==> src/rtl/mem_bridge_if.sv <==
// Bus side of the core-to-memory bridge.
// One request phase (req/addr_ok) and one data phase (data_ok/rdata).
interface mem_bridge_if;
    logic        bus_req_o;
    logic        bus_wr_o;
    logic [31:0] bus_addr_o;
    logic [31:0] bus_wdata_o;
    logic        bus_addr_ok_i;
    logic        bus_data_ok_i;
    logic [31:0] bus_rdata_i;

    modport master (
        output bus_req_o,
        output bus_wr_o,
        output bus_addr_o,
        output bus_wdata_o,
        input  bus_addr_ok_i,
        input  bus_data_ok_i,
        input  bus_rdata_i
    );

    modport slave (
        input  bus_req_o,
        input  bus_wr_o,
        input  bus_addr_o,
        input  bus_wdata_o,
        output bus_addr_ok_i,
        output bus_data_ok_i,
        output bus_rdata_i
    );
endinterface

==> src/rtl/mem_bridge.sv <==
// Memory-stage bridge: turns one core load/store into a bus transfer,
// stalling the core until done and aborting with a sticky error on timeout.
module mem_bridge #(
    parameter int unsigned TIMEOUT_CYC = 255
) (
    input  logic         clk,
    input  logic         rst,
    input  logic         mem_en_i,
    input  logic         memwrite_i,
    input  logic [31:0]  addr_i,
    input  logic [31:0]  wdata_i,
    output logic [31:0]  rdata_o,
    output logic         stall_o,
    output logic         err_o,
    mem_bridge_if.master bus
);

    typedef enum logic [1:0] {
        IDLE = 2'd0,
        REQ  = 2'd1,
        WAIT = 2'd2,
        DONE = 2'd3
    } stateT;

    localparam logic [15:0] TO_LAST = 16'(TIMEOUT_CYC - 1);

    stateT       state;
    stateT       stateNext;
    stateT       outState;
    logic        isWrite;
    logic [31:0] addrLat;
    logic [31:0] wdataLat;
    logic [15:0] toCnt;
    logic        accept;
    logic        inFlight;
    logic        complete;
    logic        timedOut;

    always_comb begin
        accept   = (state == IDLE) && mem_en_i;
        inFlight = (state == REQ) || (state == WAIT);
        complete = ((state == REQ) && bus.bus_addr_ok_i
                    && bus.bus_data_ok_i)
                || ((state == WAIT) && bus.bus_data_ok_i);
        // Completion on the last allowed cycle beats the timeout.
        timedOut = inFlight && (toCnt == TO_LAST) && !complete;
    end

    always_ff @(posedge clk) begin
        if (rst) begin
            state <= IDLE;
        end else begin
            state <= stateNext;
        end
    end

    always_comb begin
        stateNext = state;
        unique case (state)
            IDLE: begin
                if (mem_en_i) stateNext = REQ;
            end
            REQ: begin
                if (complete || timedOut) begin
                    stateNext = DONE;
                end else if (bus.bus_addr_ok_i) begin
                    stateNext = WAIT;
                end
            end
            WAIT: begin
                if (complete || timedOut) stateNext = DONE;
            end
            DONE: begin
                // The core still shows the finished access here.
                stateNext = IDLE;
            end
        endcase
    end

    always_comb begin
        outState        = rst ? IDLE : state;
        stall_o         = 1'b0;
        bus.bus_req_o   = 1'b0;
        bus.bus_wr_o    = 1'b0;
        bus.bus_addr_o  = '0;
        bus.bus_wdata_o = '0;
        unique case (1'b1)
            outState == IDLE: begin
                stall_o = mem_en_i;
            end
            outState == REQ: begin
                stall_o         = 1'b1;
                bus.bus_req_o   = 1'b1;
                bus.bus_wr_o    = isWrite;
                bus.bus_addr_o  = addrLat;
                bus.bus_wdata_o = wdataLat;
            end
            outState == WAIT: begin
                stall_o         = 1'b1;
                bus.bus_wr_o    = isWrite;
                bus.bus_addr_o  = addrLat;
                bus.bus_wdata_o = wdataLat;
            end
            default: begin
                stall_o = 1'b0;
            end
        endcase
    end

    always_ff @(posedge clk) begin
        if (rst) begin
            isWrite  <= 1'b0;
            addrLat  <= '0;
            wdataLat <= '0;
            toCnt    <= '0;
            rdata_o  <= '0;
            err_o    <= 1'b0;
        end else begin
            if (accept) begin
                isWrite  <= memwrite_i;
                addrLat  <= addr_i;
                wdataLat <= wdata_i;
                toCnt    <= '0;
            end else if (inFlight) begin
                toCnt <= toCnt + 16'd1;
            end
            if (complete && !isWrite) begin
                rdata_o <= bus.bus_rdata_i;
            end
            if (timedOut) begin
                rdata_o <= '0;
                err_o   <= 1'b1;
            end
        end
    end

endmodule

==> src/flat_wrapper.sv <==
// flat-port wrapper written by rule: the top's interface ports become plain ports
module mem_bridge_flat 
#(
    parameter int unsigned TIMEOUT_CYC = 255
)
  (clk, rst, mem_en_i, memwrite_i, addr_i, wdata_i, rdata_o, stall_o, err_o, bus_bus_req_o, bus_bus_wr_o, bus_bus_addr_o, bus_bus_wdata_o, bus_bus_addr_ok_i, bus_bus_data_ok_i, bus_bus_rdata_i);
  mem_bridge_if bus_i ();
  input  logic clk;
  input  logic rst;
  input  logic mem_en_i;
  input  logic memwrite_i;
  input  logic [31:0] addr_i;
  input  logic [31:0] wdata_i;
  output logic [31:0] rdata_o;
  output logic stall_o;
  output logic err_o;
  output wire logic [$bits(bus_i.bus_req_o)-1:0] bus_bus_req_o;
  output wire logic [$bits(bus_i.bus_wr_o)-1:0] bus_bus_wr_o;
  output wire logic [$bits(bus_i.bus_addr_o)-1:0] bus_bus_addr_o;
  output wire logic [$bits(bus_i.bus_wdata_o)-1:0] bus_bus_wdata_o;
  input wire logic [$bits(bus_i.bus_addr_ok_i)-1:0] bus_bus_addr_ok_i;
  input wire logic [$bits(bus_i.bus_data_ok_i)-1:0] bus_bus_data_ok_i;
  input wire logic [$bits(bus_i.bus_rdata_i)-1:0] bus_bus_rdata_i;
  assign bus_bus_req_o = bus_i.bus_req_o;
  assign bus_bus_wr_o = bus_i.bus_wr_o;
  assign bus_bus_addr_o = bus_i.bus_addr_o;
  assign bus_bus_wdata_o = bus_i.bus_wdata_o;
  assign bus_i.bus_addr_ok_i = bus_bus_addr_ok_i;
  assign bus_i.bus_data_ok_i = bus_bus_data_ok_i;
  assign bus_i.bus_rdata_i = bus_bus_rdata_i;
  mem_bridge #(.TIMEOUT_CYC(TIMEOUT_CYC)) u_core (.clk(clk), .rst(rst), .mem_en_i(mem_en_i), .memwrite_i(memwrite_i), .addr_i(addr_i), .wdata_i(wdata_i), .rdata_o(rdata_o), .stall_o(stall_o), .err_o(err_o), .bus(bus_i));
endmodule
==> config.mk <==
export PLATFORM = sky130hd
export DESIGN_NAME = mem_bridge_flat
export DESIGN_NICKNAME = d
export VERILOG_FILES = /design/src/rtl/mem_bridge_if.sv /design/src/rtl/mem_bridge.sv /design/src/flat_wrapper.sv
export SDC_FILE = /design/constraint.sdc
export NUM_CORES = 1
export LEC_CHECK = 0
export CAP_MARGIN = 20
export CORE_ASPECT_RATIO = 1.1
export CORE_MARGIN = 5
export CORE_UTILIZATION = 30
export CTS_CLUSTER_DIAMETER = 150
export DETAILED_ROUTE_END_ITERATION = 8
export PLACE_DENSITY_LB_ADDON = 0.12
export SLEW_MARGIN = 20
export SYNTH_ARGS = -nofsm -noshare
export SYNTH_HDL_FRONTEND = slang
export SYNTH_SLANG_ARGS = --single-unit
==> constraint.sdc <==
create_clock -name clk -period 2.75 [get_ports clk]
set_input_delay 0.275 -clock clk [delete_from_list [all_inputs] [get_ports clk]]
set_output_delay 0.275 -clock clk [all_outputs]
set_load 0.02 [all_outputs]
; ---- Word-level counts from Yosys, hierarchy flattened
; Cells that the tools add are included.
[word_totals]
inputBits = 102
regBits = 116
wordCells = 46
[classes]
muxes = 11
reduce_logical = 18
n_eq_ne = 9
addsub = 1
[ops]
columns = cell, count
row1 = $mux 32, 2
row2 = $add 16x1->16 const B, 1
row3 = $eq 16x8->1 const B, 1
row4 = $mux 2, 5
row5 = $pmux 2 s4, 1
row6 = $logic_and 1x1->1, 7
row7 = $eq 2x2->1 const B, 3
row8 = $reduce_or 2->1, 3
row9 = $eq 2x1->1 const B, 2
row10 = $logic_not 2->1, 2
row11 = $ne 2x2->1 const B, 2
row12 = $logic_or 1x1->1, 3
row13 = $ne 3x3->1 const B, 1
row14 = $reduce_and 3->1, 1
row15 = $logic_not 1->1, 2
row16 = $mux 1, 2
row17 = $pmux 1 s2, 1

; ---- Logic depth before layout (Yosys ltp)
; Gate-level depths: netlist of run 1.
[depth]
word_depth = 9
depth_mapped = 8
depth_no_buf = 6

; ---- Worst setup path before layout of run 1
; Ideal clock, no wire load.
[synth_timing]
kind = register -> register
startpoint = reg u_core.state[0]
endpoint = reg u_core.toCnt[15]
path_stages_with_launch = 8
setup_ns = 0.070
arrival_ns = 1.913
path_slack_ns = 0.767
path_buffers = 1
cell_sequence = dfxtp_1 > inv_1 > ha_1 > buf_4 > nand3_4 > or4_4 > or3_1 > a21oi_1
[synth_via]
elab_cells_between_ends = 6
[synth_lines]
columns = item, line_no
row1 = start: declaration, mem_bridge.sv:27  ; stateT state;
row2 = start signal: assignment, mem_bridge.sv:53  ; state <= stateNext;
row3 = $eq 2x1->1 or $eq 2x2->1 (tied branches), mem_bridge.sv:41  ; inFlight = (state == REQ) || (state == WAIT);
row4 = $logic_or 1x1->1 *, mem_bridge.sv:41
row5 = net u_core.inFlight, mem_bridge.sv:35  ; logic inFlight;
row6 = end signal: assignment, mem_bridge.sv:125  ; toCnt <= toCnt + 16'd1;
row7 = end: declaration, mem_bridge.sv:33  ; logic [15:0] toCnt;
; Mark *: on every way through the listed nets, which the timed path passes. The rest lies on a longest branch.
; A chain may end at the register's enable or synchronous reset.

; ---- Final worst setup path of run 1
[layout_timing]
startpoint = reg u_core.state[1]
endpoint = out bus_bus_wr_o
[layout_via]
elab_chain_cells = 4
elab_cells_between_ends = 5
[layout_lines]
columns = item, line_no
row1 = $mux 2 *, mem_bridge.sv:81  ; outState = rst ? IDLE : state;
row2 = $eq 2x2->1 or $eq 2x1->1 (tied branches), "mem_bridge.sv:98, mem_bridge.sv:91"
row3 = $reduce_or 2->1 (no source line) *, n/a
row4 = $mux 1 *, mem_bridge.sv:87  ; unique case (1'b1)
row5 = end: declaration, flat_wrapper.sv:18  ; output wire logic [$bits(bus_i.bus_wr_o)-1:0] bus_bus_wr_o;
; Every way passes the cells marked *; elsewhere a longest branch is shown, timed or not.

==> impl_metrics.json, run 1 <==
{
  "fin_area_sq_um": 7570,
  "multi_input_area_sq_um": 2300,
  "skew_ps": 8.03,
  "die_area_sq_um": 18700,
  "yosysWarnings": 0,
  "p_leak_nw": 2.80,
  "drc": 0,
  "syn_area_per_cell_sq_um": 7.79,
  "cts_max_path_buffers": 2,
  "vias": 4673,
  "htreeDepth": 4,
  "wl_microns": 14600,
  "syn2layout_area_growth_pct": 57.0,
  "hold_class": "input pin to register",
  "port_buffers": 201,
  "hold_buffers": 0,
  "wl_met2_microns": 7380,
  "grt_overflow_total": 0,
  "worstSetupPathType": "register to output port",
  "syn_area_sq_um": 4820,
  "antenna_found_initial": 0,
  "wire_per_inst_microns": 14.4,
  "cts.clk_slew.worst_paths_ps": 50,
  "end_kind": "output port",
  "arrival_ps": 2340,
  "fmax_ghz": 0.382,
  "final_cell_count_no_fill": 1014,
  "crit_path_start_kind": "register",
  "place.detailed.hpwl_microns": 10300,
  "tightestPinTransition_ps": 730,
  "min_path_cells": 2,
  "finalCritPeriodShare_pct": 95.2,
  "synth_fp_nets": 730,
  "ys_ff_latch": 116,
  "cts_sinks": 116,
  "diodes": 0,
  "cts_made_buffers": 17,
  "maxSlewHeadroom_pct": 51.3,
  "worstPathCellList": "nand2b_1, ha_1, buf_12, and2_1, clkdlybuf4s50_1",
  "crit_required_ps": 2480,
  "setup_violations": 0,
  "num_io_pins": 202,
  "ctsResizeCount": 0,
  "cap_violations": 0,
  "final_cell_mix": "nand2_1, clkdlybuf4s50_1, dfxtp_1",
  "ys_seq_area_share_pct": 48.2,
  "gp_congestion": 0.812,
  "period_minus_slack_ps": 2620,
  "place_inst": 986,
  "layout_commonest_cell": "nand2_1",
  "highest_layer": "met4",
  "die_x_microns": 131,
  "regArea_sq_um": 2320,
  "fin_tns_setup_ps": 0,
  "grt_pass1_vias": 4612,
  "rsz0062_at_grt": "false",
  "slew_viol_final": 0,
  "wl_met1_microns": 5850,
  "power_density_nw_per_um2": 813,
  "drt_iter0_drc": 222,
  "cts_tree": "done",
  "vdd_drop_max_mv": 0.559,
  "fill_cells": 1536,
  "yosys.cell_types.count": 38,
  "r2r_cells": 8,
  "dr_wl_met3_microns": 1130,
  "post_cts_buffers": 0,
  "vias_per_cell": 4.61,
  "worst-path-max-fanout": 66,
  "drive_above_1_share_pct": 5.90,
  "rows": 48,
  "die_y_microns": 143,
  "critPathSlowestCell": "clkdlybuf4s50_1",
  "grt_usage_pct": 15.6,
  "clock_latency_ps": 410,
  "placed_area_sq_um": 7000,
  "nets": 916,
  "placeableCoreArea_sq_um": 15700,
  "synthCells": 619,
  "final_hold_viol_count": 0,
  "dr.pass1.iters": 4,
  "grt_pass1_wl_microns": 22900,
  "ant_nets": 0,
  "status": "completed",
  "initial_core_util_pct": 30.6,
  "clockRootBuffer": "clkbuf_16",
  "grt_max_degree": 67,
  "slowest_delay_ps": 610
}
## cells by family after synthesis
logic type	after synthesis	synth area share, %
AND/OR/NAND/NOR	317	30.5
AO/OA/AOI/OAI	117	12.8
flip-flops	116	48.2
buffers and inverters	49	4.13
XOR/XNOR	10	1.82
adder cells (fa/ha/maj)	9	2.34
multiplexers	1	0.208
## cell usage after synthesis
cell | instances | share of area (%)
or2_2 | 1 | 0.13
buf_1 | 6 | 0.47
a311oi_1 | 1 | 0.18
nand3_4 | 1 | 0.36
a21oi_1 | 102 | 11
nand3_1 | 4 | 0.42
a41oi_1 | 1 | 0.18
clkbuf_1 | 33 | 2.6
and4_1 | 2 | 0.36
a31o_2 | 3 | 0.55
nor2_1 | 15 | 1.2
mux2i_1 | 1 | 0.21
buf_4 | 4 | 0.62
nand2_1 | 202 | 16
xnor2_1 | 4 | 0.73
dfxtp_1 | 116 | 48
nand2b_1 | 6 | 0.78
or3_2 | 1 | 0.16
a21o_1 | 1 | 0.16
ha_1 | 9 | 2.3
inv_1 | 6 | 0.47
or4_4 | 1 | 0.23
nor3_1 | 1 | 0.10
and4_2 | 1 | 0.21
and4b_1 | 1 | 0.21
xor2_1 | 6 | 1.1
o21ai_0 | 4 | 0.42
or3_1 | 3 | 0.39
a31oi_1 | 2 | 0.26
a41o_1 | 1 | 0.21
or3b_2 | 1 | 0.18
nand3b_1 | 1 | 0.16
and3_1 | 3 | 0.39
nand4_1 | 3 | 0.39
nor4_1 | 3 | 0.39
a211oi_1 | 2 | 0.31
and3b_1 | 1 | 0.18
and2_1 | 66 | 8.6
## power by group
part	leakage [nW]	switching, mW	internal (mW)
sequential	0.946	0.151	1.96
clock	0.287	0.704	1.43
combinational	1.56	1.11	0.810
## flip-flops by register name (all words and copies together), names as in the netlist
| register | count |
|---|---|
| u_core.state | 2 |
| u_core.toCnt | 16 |
| u_core.err_o | 1 |
| u_core.rdata_o | 32 |
| u_core.wdataLat | 32 |
| u_core.addrLat | 32 |
| u_core.isWrite | 1 |
## worst max-delay path, delay by kind of cell, from the launching register on
| family | cells | cell delay (ps) |
|---|---|---|
| AND/OR/NAND/NOR | 2 | 330 |
| buffers and inverters | 2 | 840 |
| flip-flops | 1 | 390 |
| adder cells (fa/ha/maj) | 1 | 350 |
## per-stage QoR
| step | setup slack (ps) | hold slack [ps] | util [%] | power [mW] |
|---|---|---|---|---|
| 2_1_floorplan | 767 | 410 | - | 3.30 |
| 3_3_place_gp | 460 | 437 | 44.5 | 4.05 |
| 3_5_place_dp | 432 | 442 | 44.5 | 4.10 |
| 4_1_cts | 79.2 | 97.4 | 48.1 | 6.27 |
| 5_1_grt | 5.12 | 118 | 48.1 | 6.55 |
| 6_report | 131 | 124 | 48.1 | 6.16 |
## layer usage
layer / GRT usage [%] / vias up
met1: 17.3 / 2143
met4: 5.79 / 0
met2: 27.0 / 141
met3: 5.95 / 21
met5: 0 / -
li1: - / 2368
## final cells by class
| class | instances | area share, % |
|---|---|---|
| Clock buffer | 23 | 6.58 |
| Clock inverter | 5 | 0.992 |
| Inverter | 6 | 0.297 |
| Multi-Input combinational cell | 454 | 30.4 |
| Sequential cell | 116 | 30.7 |
| Tap cell | 200 | 3.31 |
| Timing Repair Buffer | 210 | 27.7 |
## worst paths after layout
kind / from / endpoint / slack (ps)
setup / recovery: u_core.state[1] / bus_bus_wr_o / 130
hold / removal: rst / u_core.state[0] / 120
setup reg to reg: u_core.state[1] / u_core.rdata_o[6] / 470
hold reg to reg: u_core.addrLat[6] / u_core.addrLat[6] / 450
(Power assumes the default switching activity.)
==> inputs of run 2 (changes only) <==
--- a/config.mk
+++ b/config.mk
@@ -9,7 +9,7 @@
 export CORE_ASPECT_RATIO = 1.1
 export CORE_MARGIN = 5
 export CORE_UTILIZATION = 30
-export CTS_CLUSTER_DIAMETER = 150
+export CTS_CLUSTER_DIAMETER = 80
 export DETAILED_ROUTE_END_ITERATION = 8
 export PLACE_DENSITY_LB_ADDON = 0.12
 export SLEW_MARGIN = 20
==> results of run 2 <==
No change in the layout: final DEF, timing and power equal those of run 1.
==> inputs of run 3 (changes only) <==
--- a/config.mk
+++ b/config.mk
@@ -8,7 +8,7 @@
 export CAP_MARGIN = 20
 export CORE_ASPECT_RATIO = 1.1
 export CORE_MARGIN = 5
-export CORE_UTILIZATION = 30
+export CORE_UTILIZATION = 43
 export CTS_CLUSTER_DIAMETER = 80
 export DETAILED_ROUTE_END_ITERATION = 8
 export PLACE_DENSITY_LB_ADDON = 0.12
==> run 3 against run 2 <==
Net effect: non-clock buffer count grew 3; combinational power up 2%; critical path depth is the same; wire length down 2.6%; clock power fell by 2%; count of clock-buffer cells in the layout up 2; clock skew grew 0.53 ps; first-iteration DRC count grew 9.0%; die area fell by 28%; sequential cell count did not move; final area decreased by 0.45%; critical endpoint is now bus_bus_addr_o[6]; largest cell class unchanged.
==> impl_metrics.json, run 3 (synthesis gave the netlist of run 1 again) <==
{
  "tightestPinTransition_ps": 683,
  "ctsResizeCount": 0,
  "wire_per_inst_microns": 14.8,
  "placed_area_sq_um": 6970,
  "arrival_ps": 2270,
  "cts_tree": "done",
  "p_int_mw": 4.20,
  "cap_violations": 0,
  "critPathSlowestCell": "clkdlybuf4s50_1",
  "rows": 40,
  "place.detailed.hpwl_microns": 10100,
  "clkPwrFrac_pct": 33.8,
  "ant_nets": 0,
  "num_io_pins": 202,
  "grt_pass1_wl_microns": 22400,
  "cpLargestDelayFamily": "buffers and inverters",
  "die_x_microns": 111,
  "cts.clk_slew.worst_paths_ps": 50,
  "slowest_delay_ps": 610,
  "die_area_sq_um": 13400,
  "vias_per_cell": 4.91,
  "diodes": 0,
  "grt_max_degree": 66,
  "clockRootBuffer": "clkbuf_16",
  "initial_core_util_pct": 44.0,
  "vdd_drop_max_mv": 0.533,
  "clock_latency_ps": 400,
  "grt_overflow_total": 0,
  "grt_usage_pct": 20.7,
  "setup_violations": 0,
  "antenna_found_initial": 0,
  "seqPwrFrac_pct": 34.3,
  "power_switching_mw": 1.95,
  "cts_made_buffers": 17,
  "reg_top3": "u_core.addrLat: 32 flops, u_core.rdata_o: 32 flops, u_core.wdataLat: 32 flops",
  "gp_congestion": 0.787,
  "hold_buffers": 0,
  "dr.pass1.iters": 5,
  "worst-path-max-fanout": 50,
  "vias": 4737,
  "end_kind": "output port",
  "sw_frac_of_total_pct": 31.7,
  "nets": 919,
  "crit_path_start_kind": "register",
  "total_power_mw": 6.15,
  "fmax_ghz": 0.393,
  "port_buffers": 201,
  "cts_max_path_buffers": 2,
  "fill_cells": 873,
  "maxSlewHeadroom_pct": 54.5,
  "cts_sinks": 116,
  "finalCritPeriodShare_pct": 92.6,
  "hold_class": "input pin to register",
  "fin_tns_setup_ps": 0,
  "htreeDepth": 4,
  "final_cell_mix": "nand2_1, clkdlybuf4s50_1, dfxtp_1",
  "period_minus_slack_ps": 2550,
  "worstPathCellList": "nand2b_1, ha_1, buf_12, and2_1, clkdlybuf4s50_1",
  "drive_above_1_share_pct": 6.36,
  "syn2layout_area_growth_pct": 56.3,
  "comb_power_share_pct": 31.8,
  "drt_iter0_drc": 242,
  "final_util_pct": 68.8,
  "critPathBufInv": 2,
  "die_y_microns": 121,
  "drc": 0,
  "placeableCoreArea_sq_um": 11000,
  "fin_area_sq_um": 7540,
  "final_hold_viol_count": 0,
  "status": "completed",
  "worstSetupPathType": "register to output port",
  "skew_ps": 8.56,
  "post_cts_buffers": 0,
  "rsz0062_at_grt": "false",
  "wl_microns": 14200,
  "slew_viol_final": 0,
  "layout_commonest_cell": "nand2_1",
  "power_density_nw_per_um2": 817,
  "crit_required_ps": 2480,
  "grt_pass1_vias": 4556,
  "p_leak_nw": 2.82
}
==> run 3: metrics by stage <==
step	instances	worst slack [ps]	hold WS (ps)
5_1_grt	965	58.6	133
3_3_place_gp	936	518	437
4_1_cts	965	176	128
2_1_floorplan	619	767	410
3_5_place_dp	936	471	443
6_report	965	204	145
==> run 3: power by group through the flow <==
stage,Sequential [mW],Combinational [mW],Clock [mW]
after floorplan,2.18,1.12,0
after global placement,2.13,1.92,0
after detailed placement,2.15,1.97,0
after CTS,2.11,1.98,2.13
after global routing,2.15,2.16,2.22
final,2.11,1.96,2.08
==> run 3: final cells by class <==
cell class / instances / area [sq um] / share of cell area [%]
Inverter: 6 / 22.5 / 0.299
Clock inverter: 4 / 45.0 / 0.598
Multi-Input combinational cell: 454 / 2300 / 30.6
Sequential cell: 116 / 2320 / 30.8
Tap cell: 147 / 184 / 2.44
Timing Repair Buffer: 213 / 2130 / 28.3
Clock buffer: 25 / 526 / 6.97
==> run 3: final timing paths <==
check             slack (ps)             endpoint           startpoint  cells past startpoint
setup reg to reg         620     u_core.toCnt[15]      u_core.state[0]                      6
hold reg to reg          450  u_core.wdataLat[13]  u_core.wdataLat[13]                      2
hold / removal           150      u_core.state[0]                  rst                      2
setup / recovery         200    bus_bus_addr_o[6]      u_core.state[1]                      5
==> run 3: layer usage <==
metal / routed length [microns] / global-route usage (%)
met2: 7450 / 37.8
met1: 5630 / 22.0
met3: 839 / 6.58
met5: 0 / 0
met4: 321 / 8.70
==> run 3: worst reg2reg max path, cell delays in order, from the launching register on <==
cell	delay, ps
dfxtp_1	380
inv_1	110
ha_1	360
nand3_4	110
or4_4	550
or3_1	370
a21oi_1	170
